<file path="src/rtl/add_pkg.sv">
// Shared definitions for the digit-serial integer adder.
//   state_e    : controller states (IDLE / RUN / DONE)
//   nchunk     : number of CHUNK-bit digits in a WIDTH-bit operand
//   cnt_width  : width of a counter/index that must reach n-1 (minimum 1 bit)
//   params_ok  : parameter legality used for elaboration-time checks
package add_pkg;

    typedef enum logic [1:0] {
        ST_IDLE = 2'd0,
        ST_RUN  = 2'd1,
        ST_DONE = 2'd2
    } state_e;

    function automatic int nchunk(input int width, input int chunk);
        return (chunk > 0) ? (width / chunk) : 0;
    endfunction

    function automatic int cnt_width(input int n);
        return (n > 1) ? $clog2(n) : 1;
    endfunction

    function automatic bit params_ok(input int width, input int chunk);
        return (chunk >= 1) && (chunk <= width) && ((width % chunk) == 0);
    endfunction

endpackage

</file>
<file path="src/rtl/adder_chunk_cin.sv">
// CHUNK-bit adder with carry-in/carry-out built from full_adder cells.
//   IMPL_TYPE 0 : plain ripple-carry chain
//   otherwise   : carry-select (ripple low half, two precomputed upper halves)
// Ports:
//   a, b : CHUNK-bit addends
//   cin  : carry-in
//   sum  : CHUNK-bit sum
//   cout : carry-out
module adder_chunk_cin #(
    parameter int CHUNK     = 8,
    parameter int IMPL_TYPE = 0
) (
    input  logic [CHUNK-1:0] a,
    input  logic [CHUNK-1:0] b,
    input  logic             cin,
    output logic [CHUNK-1:0] sum,
    output logic             cout
);

    if (IMPL_TYPE == 0 || CHUNK < 2) begin : g_ripple
        logic [CHUNK:0] c;
        assign c[0] = cin;
        for (genvar i = 0; i < CHUNK; i++) begin : g_fa
            full_adder u_fa (
                .a   (a[i]),
                .b   (b[i]),
                .cin (c[i]),
                .sum (sum[i]),
                .cout(c[i+1])
            );
        end
        assign cout = c[CHUNK];
    end else begin : g_csel
        localparam int LO = CHUNK / 2;
        localparam int HI = CHUNK - LO;

        logic [LO:0]   cl;
        logic [HI:0]   c0;
        logic [HI:0]   c1;
        logic [HI-1:0] s0;
        logic [HI-1:0] s1;

        assign cl[0] = cin;
        assign c0[0] = 1'b0;
        assign c1[0] = 1'b1;

        for (genvar i = 0; i < LO; i++) begin : g_lo
            full_adder u_fa (
                .a   (a[i]),
                .b   (b[i]),
                .cin (cl[i]),
                .sum (sum[i]),
                .cout(cl[i+1])
            );
        end

        // Upper half is evaluated for both possible incoming carries while
        // the lower half ripples; the real low carry then picks one.
        for (genvar i = 0; i < HI; i++) begin : g_hi
            full_adder u_fa0 (
                .a   (a[LO+i]),
                .b   (b[LO+i]),
                .cin (c0[i]),
                .sum (s0[i]),
                .cout(c0[i+1])
            );
            full_adder u_fa1 (
                .a   (a[LO+i]),
                .b   (b[LO+i]),
                .cin (c1[i]),
                .sum (s1[i]),
                .cout(c1[i+1])
            );
        end

        assign sum[CHUNK-1:LO] = cl[LO] ? s1 : s0;
        assign cout            = cl[LO] ? c1[HI] : c0[HI];
    end

endmodule

</file>
<file path="src/rtl/full_adder.sv">
// 1-bit full adder cell.
//   a, b, cin : addend bits and carry-in
//   sum, cout : sum bit and carry-out
module full_adder (
    input  logic a,
    input  logic b,
    input  logic cin,
    output logic sum,
    output logic cout
);

    assign sum  = a ^ b ^ cin;
    assign cout = (a & b) | (cin & (a ^ b));

endmodule

</file>
<file path="src/rtl/add_int_serial.sv">
// Digit-serial integer adder/subtractor. One CHUNK-bit digit is added per
// cycle through a single narrow adder; the WIDTH-bit result, carry-out and
// signed overflow are returned behind a valid/ready handshake.
// Ports:
//   clk, rst_n          : clock, asynchronous active-low reset
//   in_valid / in_ready : operand handshake (A, B, sub sampled on acceptance)
//   A, B                : WIDTH-bit operands
//   sub                 : 0 -> A+B, 1 -> A-B
//   out_valid/out_ready : result handshake
//   Sum                 : result modulo 2^WIDTH
//   Cout                : final carry-out (for subtraction, 1 = no borrow)
//   Ovf                 : two's-complement overflow
module add_int_serial
    import add_pkg::*;
#(
    parameter int WIDTH     = 64,
    parameter int CHUNK     = 8,
    parameter int IMPL_TYPE = 0
) (
    input  logic             clk,
    input  logic             rst_n,
    input  logic             in_valid,
    output logic             in_ready,
    input  logic [WIDTH-1:0] A,
    input  logic [WIDTH-1:0] B,
    input  logic             sub,
    output logic             out_valid,
    input  logic             out_ready,
    output logic [WIDTH-1:0] Sum,
    output logic             Cout,
    output logic             Ovf
);

    localparam int NCHUNK = nchunk(WIDTH, CHUNK);
    localparam int CNT_W  = cnt_width(NCHUNK);
    localparam int IDX_W  = cnt_width(WIDTH);
    localparam logic [CNT_W-1:0] LAST_CNT = CNT_W'(NCHUNK - 1);

    if (!params_ok(WIDTH, CHUNK)) begin : g_param_check
        $error("add_int_serial: WIDTH must be a positive multiple of CHUNK");
    end

    state_e             state_q, state_d;
    logic [CNT_W-1:0]   cnt_q,   cnt_d;
    logic [WIDTH-1:0]   a_q,     a_d;
    logic [WIDTH-1:0]   b_q,     b_d;
    logic               carry_q, carry_d;
    logic [WIDTH-1:0]   sum_q,   sum_d;
    logic               cout_q,  cout_d;
    logic               ovf_q,   ovf_d;

    logic [IDX_W-1:0]   base;
    logic [CHUNK-1:0]   chunk_a;
    logic [CHUNK-1:0]   chunk_b;
    logic [CHUNK-1:0]   chunk_sum;
    logic               chunk_cout;
    logic               accept;

    // Digit select: the operands stay put and the counter walks the index,
    // so no wide shifters are needed.
    assign base    = IDX_W'(IDX_W'(cnt_q) * IDX_W'(CHUNK));
    assign chunk_a = a_q[base +: CHUNK];
    assign chunk_b = b_q[base +: CHUNK];

    adder_chunk_cin #(
        .CHUNK    (CHUNK),
        .IMPL_TYPE(IMPL_TYPE)
    ) u_chunk (
        .a   (chunk_a),
        .b   (chunk_b),
        .cin (carry_q),
        .sum (chunk_sum),
        .cout(chunk_cout)
    );

    assign in_ready  = (state_q == ST_IDLE) || ((state_q == ST_DONE) && out_ready);
    assign out_valid = (state_q == ST_DONE);
    assign accept    = in_valid && in_ready;

    assign Sum  = sum_q;
    assign Cout = cout_q;
    assign Ovf  = ovf_q;

    always_comb begin
        state_d = state_q;
        cnt_d   = cnt_q;
        a_d     = a_q;
        b_d     = b_q;
        carry_d = carry_q;
        sum_d   = sum_q;
        cout_d  = cout_q;
        ovf_d   = ovf_q;

        unique case (state_q)
            ST_IDLE, ST_DONE: begin
                // DONE leaves only on the result handshake; accept (which
                // already includes out_ready in DONE) bypasses IDLE.
                if (accept) begin
                    a_d     = A;
                    b_d     = B ^ {WIDTH{sub}};
                    carry_d = sub;  // +1 completes the two's-complement of B
                    cnt_d   = '0;
                    state_d = ST_RUN;
                end else if (state_q == ST_DONE && out_ready) begin
                    state_d = ST_IDLE;
                end
            end
            ST_RUN: begin
                sum_d[base +: CHUNK] = chunk_sum;
                carry_d              = chunk_cout;
                if (cnt_q == LAST_CNT) begin
                    cnt_d   = '0;
                    cout_d  = chunk_cout;
                    ovf_d   = (a_q[WIDTH-1] == b_q[WIDTH-1]) &&
                              (chunk_sum[CHUNK-1] != a_q[WIDTH-1]);
                    state_d = ST_DONE;
                end else begin
                    cnt_d = cnt_q + CNT_W'(1);
                end
            end
            default: begin
                state_d = ST_IDLE;
            end
        endcase
    end

    always_ff @(posedge clk or negedge rst_n) begin
        if (!rst_n) begin
            state_q <= ST_IDLE;
            cnt_q   <= '0;
            a_q     <= '0;
            b_q     <= '0;
            carry_q <= 1'b0;
            sum_q   <= '0;
            cout_q  <= 1'b0;
            ovf_q   <= 1'b0;
        end else begin
            state_q <= state_d;
            cnt_q   <= cnt_d;
            a_q     <= a_d;
            b_q     <= b_d;
            carry_q <= carry_d;
            sum_q   <= sum_d;
            cout_q  <= cout_d;
            ovf_q   <= ovf_d;
        end
    end

endmodule

</file>
<file path="config.mk">
export PLATFORM = sky130hd
export DESIGN_NAME = add_int_serial
export DESIGN_NICKNAME = d
export VERILOG_FILES = /design/src/rtl/add_pkg.sv /design/src/rtl/adder_chunk_cin.sv /design/src/rtl/full_adder.sv /design/src/rtl/add_int_serial.sv
export SDC_FILE = /design/constraint.sdc
export NUM_CORES = 1
export LEC_CHECK = 0
export CORE_MARGIN = 10
export CORE_UTILIZATION = 47
export DETAILED_ROUTE_END_ITERATION = 8
export GPL_TIMING_DRIVEN = 0
export HOLD_SLACK_MARGIN = 0.12
export PLACE_DENSITY = 0.75
export SLEW_MARGIN = 20
export SYNTH_ARGS = -nofsm -noshare
export SYNTH_HDL_FRONTEND = slang
export SYNTH_SLANG_ARGS = --single-unit
export TNS_END_PERCENT = 5
</file>
<file path="constraint.sdc">
create_clock -name clk -period 4.45 [get_ports clk]
set_clock_uncertainty 0.1 [all_clocks]
set_input_delay 0.445 -clock clk [delete_from_list [all_inputs] [get_ports clk]]
set_output_delay 0.445 -clock clk [all_outputs]
set_load 0.01 [all_outputs]
</file>
==> results.md, run 1 <==
STA:
- Final hold analysis gives a worst-case slack of 361 ps.
- The relative slew slack is 50.3%.
- The time the worst path needs with I/O delays and setup is 4740 ps.
- The number of max-slew violations in the final report was 0.
- The final setup violation count is 9.
- The maximum achievable frequency is 211 MHz.
- The final critical-path share of the clock period is 106%.
- Setup repair after global routing could not meet its margin everywhere.
- The final-report hold violation count is 0.
- Once routing completed, OpenROAD measured the worst setup slack at -287 ps.
- The transition at the pin with the smallest max-transition slack is 741 ps.

Drt:
- For this run, design rule violations remaining after detail routing come to 0.
- After detailed routing, the average wire length per cell comes to 21.2 microns.
- In this run, the number of DRC markers left after iteration 0 of detailed routing was 463.
- The routed design has 26.5 mm of wire.
- The routed via count divided by cell count is 5.39.
- The routed layout has 6727 vias.
- The first TritonRoute pass finished after 5 iterations.
- The detail route stage leaves a number of antenna-violating nets equal to 0.

Finish:
- The final layout contains 1115 nets.
- The number of antenna diodes is 0.
- The filler cells instantiated in the layout total 1586.
- The number of non-filler instances in the completed layout is 1249.
- The layout-stage area growth over the synthesis result is 33.3%.
- The ratio of cells with drive above 1 in the final layout is 24.8%.

Clock network:
- The clock root buffer is sky130_fd_sc_hd__clkbuf_16.
- The CTS tree is built.
- The maximum level of the CTS H-tree is 4.
- Counting along the longest clock path gives a buffer depth of 2.
- The clock buffer count from CTS is 17.
- The CTS sink count is 200.
- Clock latency on the worst-skew pair, taken at its later pin, is 430 ps.
- After clock tree synthesis, the clock-pin slew on the worst setup and hold paths is 70 ps.

Outcome:
- The flow ran to the end, but the final reports show violations.
- The checks that failed: negative setup slack.

Worst setup path:
- In this run the critical register-to-register path is captured at Ovf$_DFFE_PN0P_.
- The startpoint identified for the worst register-to-register timing path is cnt_q[0]$_DFFE_PN0P_.
- The setup check on the worst reg-to-reg path leaves a slack of -290 ps.
- The startpoint type of the worst setup path is a register.
- The maximum net fanout on the critical path is 8.
- The critical path capture point type is a register.
- For the worst flop-to-flop path, the logic depth is 19.
- The critical path ends at Ovf$_DFFE_PN0P_.
- At the worst endpoint, the required time is 4660 ps.
- The first element of the critical path is cnt_q[0]$_DFFE_PN0P_.
- The setup path with the least slack is of type register to register.
- STA puts the critical path data arrival time at 4950 ps.

Synth:
- The share of async-settable or async-resettable flops after synthesis is 100%.
- Of the synthesized area, sequential elements account for 52.5%.
- The number of nets in the synthesized netlist is 887.
- The synthesized netlist cell count is 739.
- After synthesis the netlist holds a flip-flop and latch count of 200.
- The mean post-synth cell area is 12.9 sq um.
- Among all flip-flop cells after synthesis, the most frequent one is sky130_fd_sc_hd__dfrtp_1.
- Yosys printed 0 warnings.
- The cell area after synthesis is 0.00954 sq mm.
- The number of distinct library cells after synthesis is 39.
- Yosys mapped a number of flops with a built-in enable equal to 0.

Pwr:
- The completed layout was analyzed and its total power is 0.0100 W.
- Across the VDD grid, the largest voltage drop is 554 uV.
- The power per cell area is 787 mW/mm^2.
- In this run the static leakage power is 5.27 nW.

Die:
- After floorplanning, the core was divided into 52 placement rows.
- 201 I/O pins were placed.
- The die area is 0.0264 sq mm.
- The die height is 162 microns.
- The die outline width is 162 microns.
- The initial utilization of the core area, before any placement, comes to 47.4%.
- The core region is 0.0201 sq mm.

Place:
- The congestion estimate from routability-driven global placement came to 0.834.
- The detailed placer's ending HPWL is 20.0 mm.
- The number of placed instances, taps included is 1210.
- The count of port buffers added during placement is 199.

Global route:
- Global routing finished with a remaining overflow of 0.
- In the global route stage, overall resource usage came out at 20.3%.
- The maximum number of pins on one net before global-route repair is 99.
- The wire length of the first global-routing pass is 41.6 mm.
- The via count of the first global-routing pass is 7274.
- The initial antenna violation count is 0.

Min path:
- The worst min-delay path category is input port to asynchronous set/reset pin.

Flow run:
- Max-cap violations in this run came to 0.
==> sequential cells by signal (all words and copies together) (netlist names) <==
signal,flops
carry_q,1
cnt_q,3
state_q,2
Sum,64
Cout,1
Ovf,1
a_q,64
b_q,64
==> per-stage QoR <==
| step | setup WS [ps] | setup TNS [ps] | util, % | instance area [sq um] |
|---|---|---|---|---|
| after detailed placement | -882 | -11650 | 59.5 | 12000 |
| after CTS | -274 | -1890 | 63.1 | 12700 |
| after global routing | -450 | -3760 | 63.3 | 12700 |
| after global placement | -5520 | -1110620 | 59.2 | 11900 |
| after floorplan | -49.7 | -235 | - | 9570 |
| final | -287 | -2170 | 63.3 | 12700 |
==> Yosys cell counts (3+ instances only) <==
master	instances	area share [%]
sky130_fd_sc_hd__nor3_2	3	0.31
sky130_fd_sc_hd__ha_1	7	0.92
sky130_fd_sc_hd__and2_1	13	0.85
sky130_fd_sc_hd__mux2_4	4	0.63
sky130_fd_sc_hd__nand4b_1	3	0.28
sky130_fd_sc_hd__mux4_2	32	7.6
sky130_fd_sc_hd__nor2b_1	4	0.26
sky130_fd_sc_hd__a21oi_1	128	6.7
sky130_fd_sc_hd__fa_1	8	1.7
sky130_fd_sc_hd__nor2_1	13	0.51
sky130_fd_sc_hd__inv_1	13	0.51
sky130_fd_sc_hd__xnor2_1	64	5.9
sky130_fd_sc_hd__clkbuf_1	26	1.0
sky130_fd_sc_hd__o21ai_0	9	0.47
sky130_fd_sc_hd__buf_1	6	0.24
sky130_fd_sc_hd__mux2i_1	12	1.3
sky130_fd_sc_hd__mux2_2	118	14
sky130_fd_sc_hd__nand2_1	31	1.2
sky130_fd_sc_hd__dfrtp_1	200	52
sky130_fd_sc_hd__buf_2	18	0.94
sky130_fd_sc_hd__nand2b_1	3	0.20
==> critical path, cell delays in order (launching register included) <==
cell                      delay (ps)
sky130_fd_sc_hd__dfrtp_1         370
sky130_fd_sc_hd__buf_6           130
sky130_fd_sc_hd__buf_12          140
sky130_fd_sc_hd__mux4_2          560
sky130_fd_sc_hd__mux2i_4         210
sky130_fd_sc_hd__fa_2            220
sky130_fd_sc_hd__inv_1            50
sky130_fd_sc_hd__fa_2            340
sky130_fd_sc_hd__fa_2            340
sky130_fd_sc_hd__inv_2            70
sky130_fd_sc_hd__fa_2            190
sky130_fd_sc_hd__fa_1            170
sky130_fd_sc_hd__inv_2            40
sky130_fd_sc_hd__fa_2            330
sky130_fd_sc_hd__inv_2            60
sky130_fd_sc_hd__fa_1            150
sky130_fd_sc_hd__inv_1            60
sky130_fd_sc_hd__fa_2            700
sky130_fd_sc_hd__o22ai_1         110
sky130_fd_sc_hd__mux2_2          260
==> where the power goes <==
part / switching, W / internal [W]
clock: 0.000680 / 0.000986
sequential: 0.000473 / 0.00263
combinational: 0.00268 / 0.00255
==> routing by layer <==
layer / vias up / track usage (%) / routed length, microns
met3: 26 / 6.19 / 2000
met2: 233 / 33.3 / 13000
met5: - / 0 / 0
met1: 3395 / 26.1 / 11200
met4: 0 / 4.34 / 361
li1: 3073 / - / -
==> area by class of cell <==
| type | count | area (sq um) | share of cell area, % |
|---|---|---|---|
| clock buffers | 20 | 467 | 3.67 |
| flip-flops and latches | 200 | 5000 | 39.4 |
| plain buffers | 53 | 287 | 2.25 |
| repair buffers | 209 | 2110 | 16.6 |
| well taps | 270 | 338 | 2.66 |
| multi-input cells | 472 | 4290 | 33.7 |
| clock inverters | 11 | 169 | 1.33 |
| inverters | 14 | 52.6 | 0.413 |
==> worst min-delay path by stage <==
stage	startpoint	to
2_1_floorplan	rst_n	Cout$_DFFE_PN0P_
3_3_place_gp	Sum[4]$_DFFE_PN0P_	Sum[4]$_DFFE_PN0P_
3_5_place_dp	rst_n	Sum[27]$_DFFE_PN0P_
4_1_cts	rst_n	Sum[27]$_DFFE_PN0P_
5_1_grt	rst_n	Sum[27]$_DFFE_PN0P_
6_report	rst_n	Sum[27]$_DFFE_PN0P_
==> cell usage in the layout, fill, tap and decap left out, types with 3 or more instances in the layout <==
cell type | synthesis | final
sky130_fd_sc_hd__clkbuf_8 | 0 | 3
sky130_fd_sc_hd__and2_1 | 13 | 11
sky130_fd_sc_hd__nor2_1 | 13 | 13
sky130_fd_sc_hd__clkbuf_1 | 26 | 23
sky130_fd_sc_hd__nand2_1 | 31 | 31
sky130_fd_sc_hd__clkdlybuf4s50_1 | 0 | 198
sky130_fd_sc_hd__bufinv_16 | 0 | 4
sky130_fd_sc_hd__nor3_2 | 3 | 3
sky130_fd_sc_hd__xnor2_1 | 64 | 64
sky130_fd_sc_hd__mux2_4 | 4 | 4
sky130_fd_sc_hd__o21ai_0 | 9 | 9
sky130_fd_sc_hd__mux2_2 | 118 | 118
sky130_fd_sc_hd__dfrtp_1 | 200 | 200
sky130_fd_sc_hd__nor2b_1 | 4 | 4
sky130_fd_sc_hd__inv_2 | 1 | 4
sky130_fd_sc_hd__buf_4 | 1 | 9
sky130_fd_sc_hd__nand4b_1 | 3 | 3
sky130_fd_sc_hd__buf_6 | 2 | 4
sky130_fd_sc_hd__buf_2 | 18 | 16
sky130_fd_sc_hd__nand2b_1 | 3 | 3
sky130_fd_sc_hd__buf_1 | 6 | 4
sky130_fd_sc_hd__ha_1 | 7 | 7
sky130_fd_sc_hd__clkbuf_16 | 0 | 17
sky130_fd_sc_hd__fa_2 | 0 | 6
sky130_fd_sc_hd__clkinv_2 | 0 | 3
sky130_fd_sc_hd__mux4_2 | 32 | 32
sky130_fd_sc_hd__inv_1 | 13 | 10
sky130_fd_sc_hd__mux2i_1 | 12 | 10
sky130_fd_sc_hd__a21oi_1 | 128 | 128
==> cells by family (layout without fill, tap and decap cells) <==
group | after synthesis | count (layout) | synth area share (%)
compound gates | 144 | 144 | 7.77
xor+xnor | 64 | 64 | 5.88
buf+inv | 67 | 307 | 3.07
flops | 200 | 200 | 52.5
mux | 166 | 166 | 23.4
simple gates | 83 | 83 | 4.84
fa+ha+maj | 15 | 15 | 2.60
==> timing repair <==
item / CTS / global route
hold buffers: 1 / 0
hold endpoints to repair: 34 / 0
setup buffers: 6 / 1
gates cloned: 0 / 0
setup endpoints to repair: 25 / 17
gates resized for setup: 14 / 6
pin swaps: 3 / 3
(Power assumes the default switching activity.)
==> run 2, diff against run 1 <==
CORE_UTILIZATION = 50   (was 47)
CTS_BUF_LIST = sky130_fd_sc_hd__clkbuf_16   (was unset)
DONT_BUFFER_PORTS = 1   (was unset)
PLACE_DENSITY = 0.66   (was 0.75)
==> run 2 against run 1 <==
  * The flow finishes with violations (negative hold slack, negative setup slack)
  * Worst setup slack better by 28 ps
  * Non-clock buffer count is 93 lower
  * Power is 4.0% lower
  * Wire length is 0.19% higher
  * Via count is 6.0% lower
  * Fmax is 0.59% higher
  * Combinational power is 9.2% lower
==> results.md, run 2 (synthesized netlist as in run 1, its figures left out) <==
STA:
- The relative slew slack is 49.1% (was 50.3%).
- The final setup violation count is 9 (unchanged).
- RSZ-0062 raised after global routing: yes (unchanged).
- The number of max-slew violations in the final report was 0 (unchanged).
- The maximum achievable frequency is 212 MHz (was 211 MHz).
- The final-report hold violation count is 200 (was 0).
- The final critical-path share of the clock period is 106% (about the same).
- The worst setup margin is -259 ps (was -287 ps).
- The time the worst path needs with I/O delays and setup is 4710 ps (was 4740 ps).
- The worst hold slack is -403 ps (was 361 ps).
- The transition at the pin with the smallest max-transition slack is 759 ps (was 741 ps).

Finish:
- The layout-stage area growth over the synthesis result came to 22.2% (was 33.3%).
- The number of filler cells placed in the layout is 1446 (was 1586).
- The ratio of cells with drive above 1 in the final layout is 26.7% (was 24.8%).
- Commonest non-fill, non-tap cells in the layout: sky130_fd_sc_hd__dfrtp_1 (200), sky130_fd_sc_hd__a21oi_1 (128), sky130_fd_sc_hd__mux2_2 (118) (was sky130_fd_sc_hd__dfrtp_1 (200), sky130_fd_sc_hd__clkdlybuf4s50_1 (198), sky130_fd_sc_hd__a21oi_1 (128)).
- The final cell utilization of the core came to 62.3% (was 63.3%).
- The number of antenna diodes is 0 (unchanged).
- The commonest non-fill, non-tap cell in the layout is sky130_fd_sc_hd__dfrtp_1 (unchanged).
- The number of non-filler instances in the completed layout is 1121 (was 1249).
- The final-stage net count is 1022 (was 1115).

Global route:
- The overall overflow remaining after global route is 0 (unchanged).
- The wire length of the first global-routing pass came to 41.8 mm (was 41.6 mm).
- The via count of the first global-routing pass is 7244 (was 7274).
- The maximum number of pins on one net before global-route repair is 201 (was 99).
- The total global routing track utilization came to 22.1% (was 20.3%).
- The initial antenna violation count came to 0 (unchanged).

Worst setup path:
- List of cells traversed by the critical path: buf_6 > buf_12 > mux4_2 > mux2i_4 > fa_2 > inv_2 > fa_2 > fa_2 > inv_2 > fa_2 > fa_1 > inv_1 > fa_1 > inv_2 > fa_1 > inv_2 > fa_2 > o22ai_1 > mux2_2 (was buf_6 > buf_12 > mux4_2 > mux2i_4 > fa_2 > inv_1 > fa_2 > fa_2 > inv_2 > fa_2 > fa_1 > inv_2 > fa_2 > inv_2 > fa_1 > inv_1 > fa_2 > o22ai_1 > mux2_2).
- The required time reported for the critical path endpoint came to 4670 ps (was 4660 ps).
- The critical-path cell with the highest stage delay was sky130_fd_sc_hd__fa_2 (unchanged).
- The count of buffering cells on the critical path with inverters included came to 7 (unchanged).
- The arrival time reported for the critical path endpoint is 4930 ps (was 4950 ps).
- The cell with the most instances on the worst path is sky130_fd_sc_hd__fa_2 (unchanged).
- The maximum cell stage delay along the critical path is 660 ps (was 700 ps).
- The maximum net fanout on the critical path is 6 (was 8).
- The startpoint type of the worst setup path was a register (unchanged).
- The kind of critical path is register to register (unchanged).
- The critical path capture point type is a register (unchanged).
- The kind of cell adding the most delay to the critical path is adder cells (unchanged).

Die:
- The die outline width was 158 microns (was 162 microns).
- The placeable core region came to 0.0187 sq mm (was 0.0201 sq mm).
- The I/O pin total is 201 (unchanged).
- The die height came to 158 microns (was 162 microns).
- The standard-cell row count is 50 (was 52).
- The starting density of the core is 51.0% (was 47.4%).
- The die area is 0.0250 sq mm (was 0.0264 sq mm).

Drt:
- The aggregate routed wire length is 26.6 mm (was 26.5 mm).
- The post-detailed-route wirelength per cell is 23.7 microns (was 21.2 microns).
- The number of DRC violations after detailed-routing iteration 0 was 430 (was 463).
- The routed via count divided by cell count is 5.64 (was 5.39).
- The residual DRC count came to 0 (unchanged).
- The number of iterations in the first detailed-routing pass is 5 (unchanged).
- The remaining antenna violation count after routing is 0 (unchanged).
- The total via count in the routed design came to 6326 (was 6727).

Clock network:
- The CTS sink count came to 200 (unchanged).
- The clock root buffer is sky130_fd_sc_hd__clkbuf_16 (unchanged).
- The clock latency on the worst-skew pair is 440 ps (was 430 ps).
- The maximum level of the CTS H-tree is 4 (unchanged).
- The maximum number of buffers from clock root to sink is 2 (unchanged).
- The CTS tree is built (unchanged).
- The clock buffer count from CTS is 17 (unchanged).
- The clock-pin slew of the registers on the worst-case setup and hold paths is 70 ps (about the same).

Outcome:
- Failing checks: negative hold slack, negative setup slack (was negative setup slack).
- Result of the run: finished, violations left (unchanged).

Place:
- The number of placed instances, taps included is 973 (was 1210).
- The count of port buffers added during placement was 0 (was 199).
- The detailed placer's ending HPWL is 19.2 mm (was 20.0 mm).
- The weighted congestion at the end of routability-driven global placement came to 0.847 (was 0.834).

Pwr:
- The post-layout total power was 0.00961 W (was 0.0100 W).
- The power per cell area is 824 mW/mm^2 (was 787 mW/mm^2).
- The worst-case vdd ir drop was 642 uV (was 554 uV).
- The leakage power summed over all cells is 4.92 nW (was 5.27 nW).

Flow run:
- The count of max-cap constraint violations is 0 (unchanged).

Min path:
- The worst min-delay path category is input port to asynchronous set/reset pin (unchanged).
-- run 2: changes by cell type in the layout (fill, tap and decap cells not counted), moves of 2 or more --
cell                              change
sky130_fd_sc_hd__clkbuf_8             -3
sky130_fd_sc_hd__dlygate4sd3_1      +107
sky130_fd_sc_hd__clkinv_2             -2
sky130_fd_sc_hd__buf_16               -2
sky130_fd_sc_hd__clkinv_1             +3
sky130_fd_sc_hd__inv_6                +3
sky130_fd_sc_hd__clkdlybuf4s50_1    -198
-- run 2: path summary, 6_finish.rpt --
check	start	endpoint	slack (ps)	cells after the start
max in group asynchronous	rst_n	Sum[13]$_DFFE_PN0P_	4370	0
worst max-delay path	cnt_q[0]$_DFFE_PN0P_	Ovf$_DFFE_PN0P_	-260	19
min in group clk	B[11]	b_q[11]$_DFFE_PN0P_	120	2
worst max register to register	cnt_q[0]$_DFFE_PN0P_	Ovf$_DFFE_PN0P_	-260	19
worst min-delay path	rst_n	a_q[8]$_DFFE_PN0P_	-400	0
worst min register to register	a_q[23]$_DFFE_PN0P_	a_q[23]$_DFFE_PN0P_	400	1
-- run 2: timing repair --
item,4_1_cts,5_1_grt
hold buffers,107,1
endpoints found under the hold margin,307,201
pin swaps,3,2
buffers inserted,6,2
gates resized for setup,16,7
endpoints found under the setup margin,27,17
-- run 2: area by class of cell --
class,instances,area (sq um),area share [%]
multi-input combinational,472,4280,36.7
tap,234,293,2.51
timing repair buffer,116,1140,9.79
sequential,200,5000,42.9
clock inverter,15,171,1.47
buffer,53,289,2.48
clock buffer,17,425,3.65
inverter,14,55.1,0.472
-- run 2: metrics by stage --
stage          setup WS (ps)  instance area (sq um)  setup TNS, ps
3_5_place_dp            -975                   9860         -13770
6_report                -259                  11700          -2150
2_1_floorplan          -49.7                   9570           -235
3_3_place_gp            -837                   9860         -10680
4_1_cts                 -278                  11600          -1950
5_1_grt                 -387                  11700          -3310
-- run 2: per-layer routing --
metal,track usage (%),share of wire (%),vias up
met4,7.72,2.3,0
met2,37.0,51,240
met1,26.6,39,3180
met5,0,0,-
met3,6.40,7.9,36
li1,-,-,2870
-- run 2: power breakdown --
group	leakage, nW	switching, W	internal [W]
combinational	2.21	0.00254	0.00222
clock	0.297	0.000694	0.000887
sequential	2.41	0.000634	0.00263
total	4.92	0.00387	0.00574
==> run 3, diff against run 2 <==
SKIP_LAST_GASP = 1   (was unset)
==> run 3 against run 2 <==
  * Critical path type unchanged
  * First-iteration DRC count increased by 9.8%
  * Sequential share of layout area hardly changed
  * Flip-flop and latch count is the same
  * Via count is 0.55% higher
  * The flow still finishes with violations (negative hold slack, negative setup slack)
  * Global-route usage unchanged
==> results.md, run 3 (synthesized netlist as in run 1, its figures left out) <==
Worst setup path:
- The arrival time reported for the critical path endpoint is 4950 ps (was 4930 ps).
- The kind of cell adding the most delay to the critical path is adder cells (unchanged).
- The maximum cell stage delay along the critical path was 670 ps (was 660 ps).
- The critical-path cell with the highest stage delay is sky130_fd_sc_hd__fa_2 (unchanged).
- The first element of the critical path is cnt_q[0]$_DFFE_PN0P_ (unchanged).
- The maximum net fanout on the critical path is 6 (unchanged).
- The required time reported for the critical path endpoint is 4670 ps (about the same).
- The cell with the most instances on the worst path is sky130_fd_sc_hd__fa_2 (unchanged).
- The depth of the worst register-to-register path is 19 (unchanged).
- The reg-to-reg startpoint is cnt_q[0]$_DFFE_PN0P_ (unchanged).
- The worst reg-to-reg setup slack was -290 ps (was -260 ps).
- List of cells traversed by the critical path: buf_6 > buf_12 > mux4_2 > mux2i_4 > fa_2 > inv_1 > fa_2 > fa_2 > inv_2 > fa_2 > fa_1 > inv_1 > fa_1 > inv_2 > fa_1 > inv_2 > fa_2 > o22ai_1 > mux2_2 (was buf_6 > buf_12 > mux4_2 > mux2i_4 > fa_2 > inv_2 > fa_2 > fa_2 > inv_2 > fa_2 > fa_1 > inv_1 > fa_1 > inv_2 > fa_1 > inv_2 > fa_2 > o22ai_1 > mux2_2).
- The count of buffering cells on the critical path with inverters included was 7 (unchanged).
- The kind of critical path is register to register (unchanged).
- The startpoint type of the worst setup path is a register (unchanged).
- The critical register-to-register path endpoint is Ovf$_DFFE_PN0P_ (unchanged).
- The critical path capture point type is a register (unchanged).

STA:
- The worst setup margin is -287 ps (was -259 ps).
- The number of max-slew violations in the final report is 0 (unchanged).
- The relative slew slack is 49.4% (was 49.1%).
- The final-report hold violation count is 200 (unchanged).
- The time the worst path needs with I/O delays and setup is 4740 ps (was 4710 ps).
- RSZ-0062 raised after global routing: yes (unchanged).
- The final setup violation count is 9 (unchanged).
- The final critical-path share of the clock period is 106% (about the same).
- The worst hold slack came to -404 ps (was -403 ps).
- The maximum achievable frequency was 211 MHz (was 212 MHz).
- The transition at the pin with the smallest max-transition slack is 754 ps (was 759 ps).

Finish:
- The layout-stage area growth over the synthesis result is 22.1% (was 22.2%).
- The commonest non-fill, non-tap cell in the layout was sky130_fd_sc_hd__dfrtp_1 (unchanged).
- The final cell utilization of the core is 62.3% (about the same).
- The final-stage net count came to 1021 (was 1022).
- Commonest non-fill, non-tap cells in the layout: sky130_fd_sc_hd__dfrtp_1 (200), sky130_fd_sc_hd__a21oi_1 (128), sky130_fd_sc_hd__mux2_2 (118) (unchanged).
- The number of non-filler instances in the completed layout is 1120 (was 1121).
- The number of antenna diodes was 0 (unchanged).
- The ratio of cells with drive above 1 in the final layout is 26.5% (was 26.7%).
- The number of filler cells placed in the layout is 1448 (was 1446).

Die:
- The starting density of the core was 51.0% (unchanged).
- The standard-cell row count is 50 (unchanged).
- The I/O pin total was 201 (unchanged).
- The placeable core region is 0.0187 sq mm (unchanged).
- The die height was 158 microns (unchanged).
- The die area is 0.0250 sq mm (unchanged).
- The die outline width is 158 microns (unchanged).

Drt:
- The total via count in the routed design came to 6361 (was 6326).
- The remaining antenna violation count after routing was 0 (unchanged).
- The number of iterations in the first detailed-routing pass was 5 (unchanged).
- The post-detailed-route wirelength per cell came to 23.8 microns (was 23.7 microns).
- The aggregate routed wire length came to 26.6 mm (about the same).
- The routed via count divided by cell count came to 5.68 (was 5.64).
- The residual DRC count is 0 (unchanged).
- The number of DRC violations after detailed-routing iteration 0 is 472 (was 430).

Pwr:
- The worst-case vdd ir drop is 657 uV (was 642 uV).
- The clock network fraction of design power was 16.4% (was 16.5%).
- The power per cell area is 825 mW/mm^2 (was 824 mW/mm^2).
- The switching portion of total power was 40.4% (was 40.3%).
- The net switching power is 0.00389 W (was 0.00387 W).
- The share of total power in sequential cells is 34.0% (about the same).
- The combinational group share of total power is 49.6% (about the same).
- The cell internal power dissipation was 0.00573 W (was 0.00574 W).
- The leakage power summed over all cells was 4.91 nW (was 4.92 nW).
- The post-layout total power is 0.00962 W (was 0.00961 W).

Clock network:
- The clock-pin slew of the registers on the worst-case setup and hold paths was 70 ps (about the same).
- The CTS sink count came to 200 (unchanged).
- The clock latency on the worst-skew pair came to 440 ps (about the same).
- The CTS tree is built (unchanged).
- The clock root buffer is sky130_fd_sc_hd__clkbuf_16 (unchanged).
- The clock buffer count from CTS came to 17 (unchanged).
- The maximum level of the CTS H-tree is 4 (unchanged).
- The maximum number of buffers from clock root to sink is 2 (unchanged).

Global route:
- The wire length of the first global-routing pass is 41.8 mm (unchanged).
- The initial antenna violation count is 0 (unchanged).
- The overall overflow remaining after global route is 0 (unchanged).
- The total global routing track utilization is 22.1% (unchanged).
- The via count of the first global-routing pass is 7244 (unchanged).
- The maximum number of pins on one net before global-route repair is 201 (unchanged).

Place:
- The count of port buffers added during placement is 0 (unchanged).
- The detailed placer's ending HPWL is 19.2 mm (unchanged).
- The number of placed instances, taps included is 973 (unchanged).
- The pre-CTS setup slack was -975 ps (unchanged).
- The weighted congestion at the end of routability-driven global placement was 0.847 (unchanged).

Flow run:
- The count of max-cap constraint violations is 0 (unchanged).

Min path:
- The worst min-delay path category is input port to asynchronous set/reset pin (unchanged).

Outcome:
- Failing checks: negative hold slack, negative setup slack (unchanged).
- Result of the run: finished, violations left (unchanged).
## run 3: cell count changes in the layout (fill, tap and decap cells not counted), sizes merged
cell,change
buf,-1
## run 3: timing repair
action | CTS | global route
resized for setup | 15 | 5
endpoints found under the setup margin | 27 | 17
hold endpoints to repair | 307 | 201
buffers inserted | 6 | 1
pin swaps | 2 | 2
hold buffers | 107 | 1
## run 3: routing by layer
layer | global-route usage (%) | up-vias | part of all wire (%)
met1 | 26.6 | 3216 | 39
li1 | - | 2869 | -
met4 | 7.72 | 0 | 2.3
met5 | 0 | - | 0
met3 | 6.40 | 36 | 7.5
met2 | 37.0 | 240 | 51
## run 3: worst max-delay path by stage
| stage | to | cells past startpoint |
|---|---|---|
| floorplan | Sum[15]$_DFFE_PN0P_ | 19 |
| global placement | Sum[15]$_DFFE_PN0P_ | 19 |
| detailed placement | Sum[15]$_DFFE_PN0P_ | 19 |
| CTS | Ovf$_DFFE_PN0P_ | 19 |
| global route | Ovf$_DFFE_PN0P_ | 20 |
| finish | Ovf$_DFFE_PN0P_ | 19 |
## run 3: cell type report
class	instances	area (sq um)	share of cell area, %
sequential	200	5000	43.0
multi-input combinational	472	4280	36.7
timing repair buffer	115	1130	9.73
clock buffer	17	425	3.65
tap	234	293	2.51
buffer	53	289	2.48
clock inverter	15	171	1.47
inverter	14	52.6	0.451
## run 3: metrics by stage
| step | hold WS [ps] | instance area (sq um) | setup TNS, ps |
|---|---|---|---|
| after detailed placement | 59.4 | 9860 | -13770 |
| after CTS | -403 | 11600 | -2070 |
| after global placement | 58.9 | 9860 | -10680 |
| final | -404 | 11600 | -2470 |
| after floorplan | 49.4 | 9570 | -235 |
| after global routing | -424 | 11600 | -3750 |
## run 3: power groups by stage
| stage | sequential (W) | combinational [W] | clock [W] |
|---|---|---|---|
| floorplan | 0.00305 | 0.00308 | 0 |
| global placement | 0.00324 | 0.00433 | 0 |
| detailed placement | 0.00330 | 0.00444 | 0 |
| CTS | 0.00326 | 0.00468 | 0.00160 |
| global route | 0.00336 | 0.00514 | 0.00169 |
| finish | 0.00327 | 0.00477 | 0.00158 |
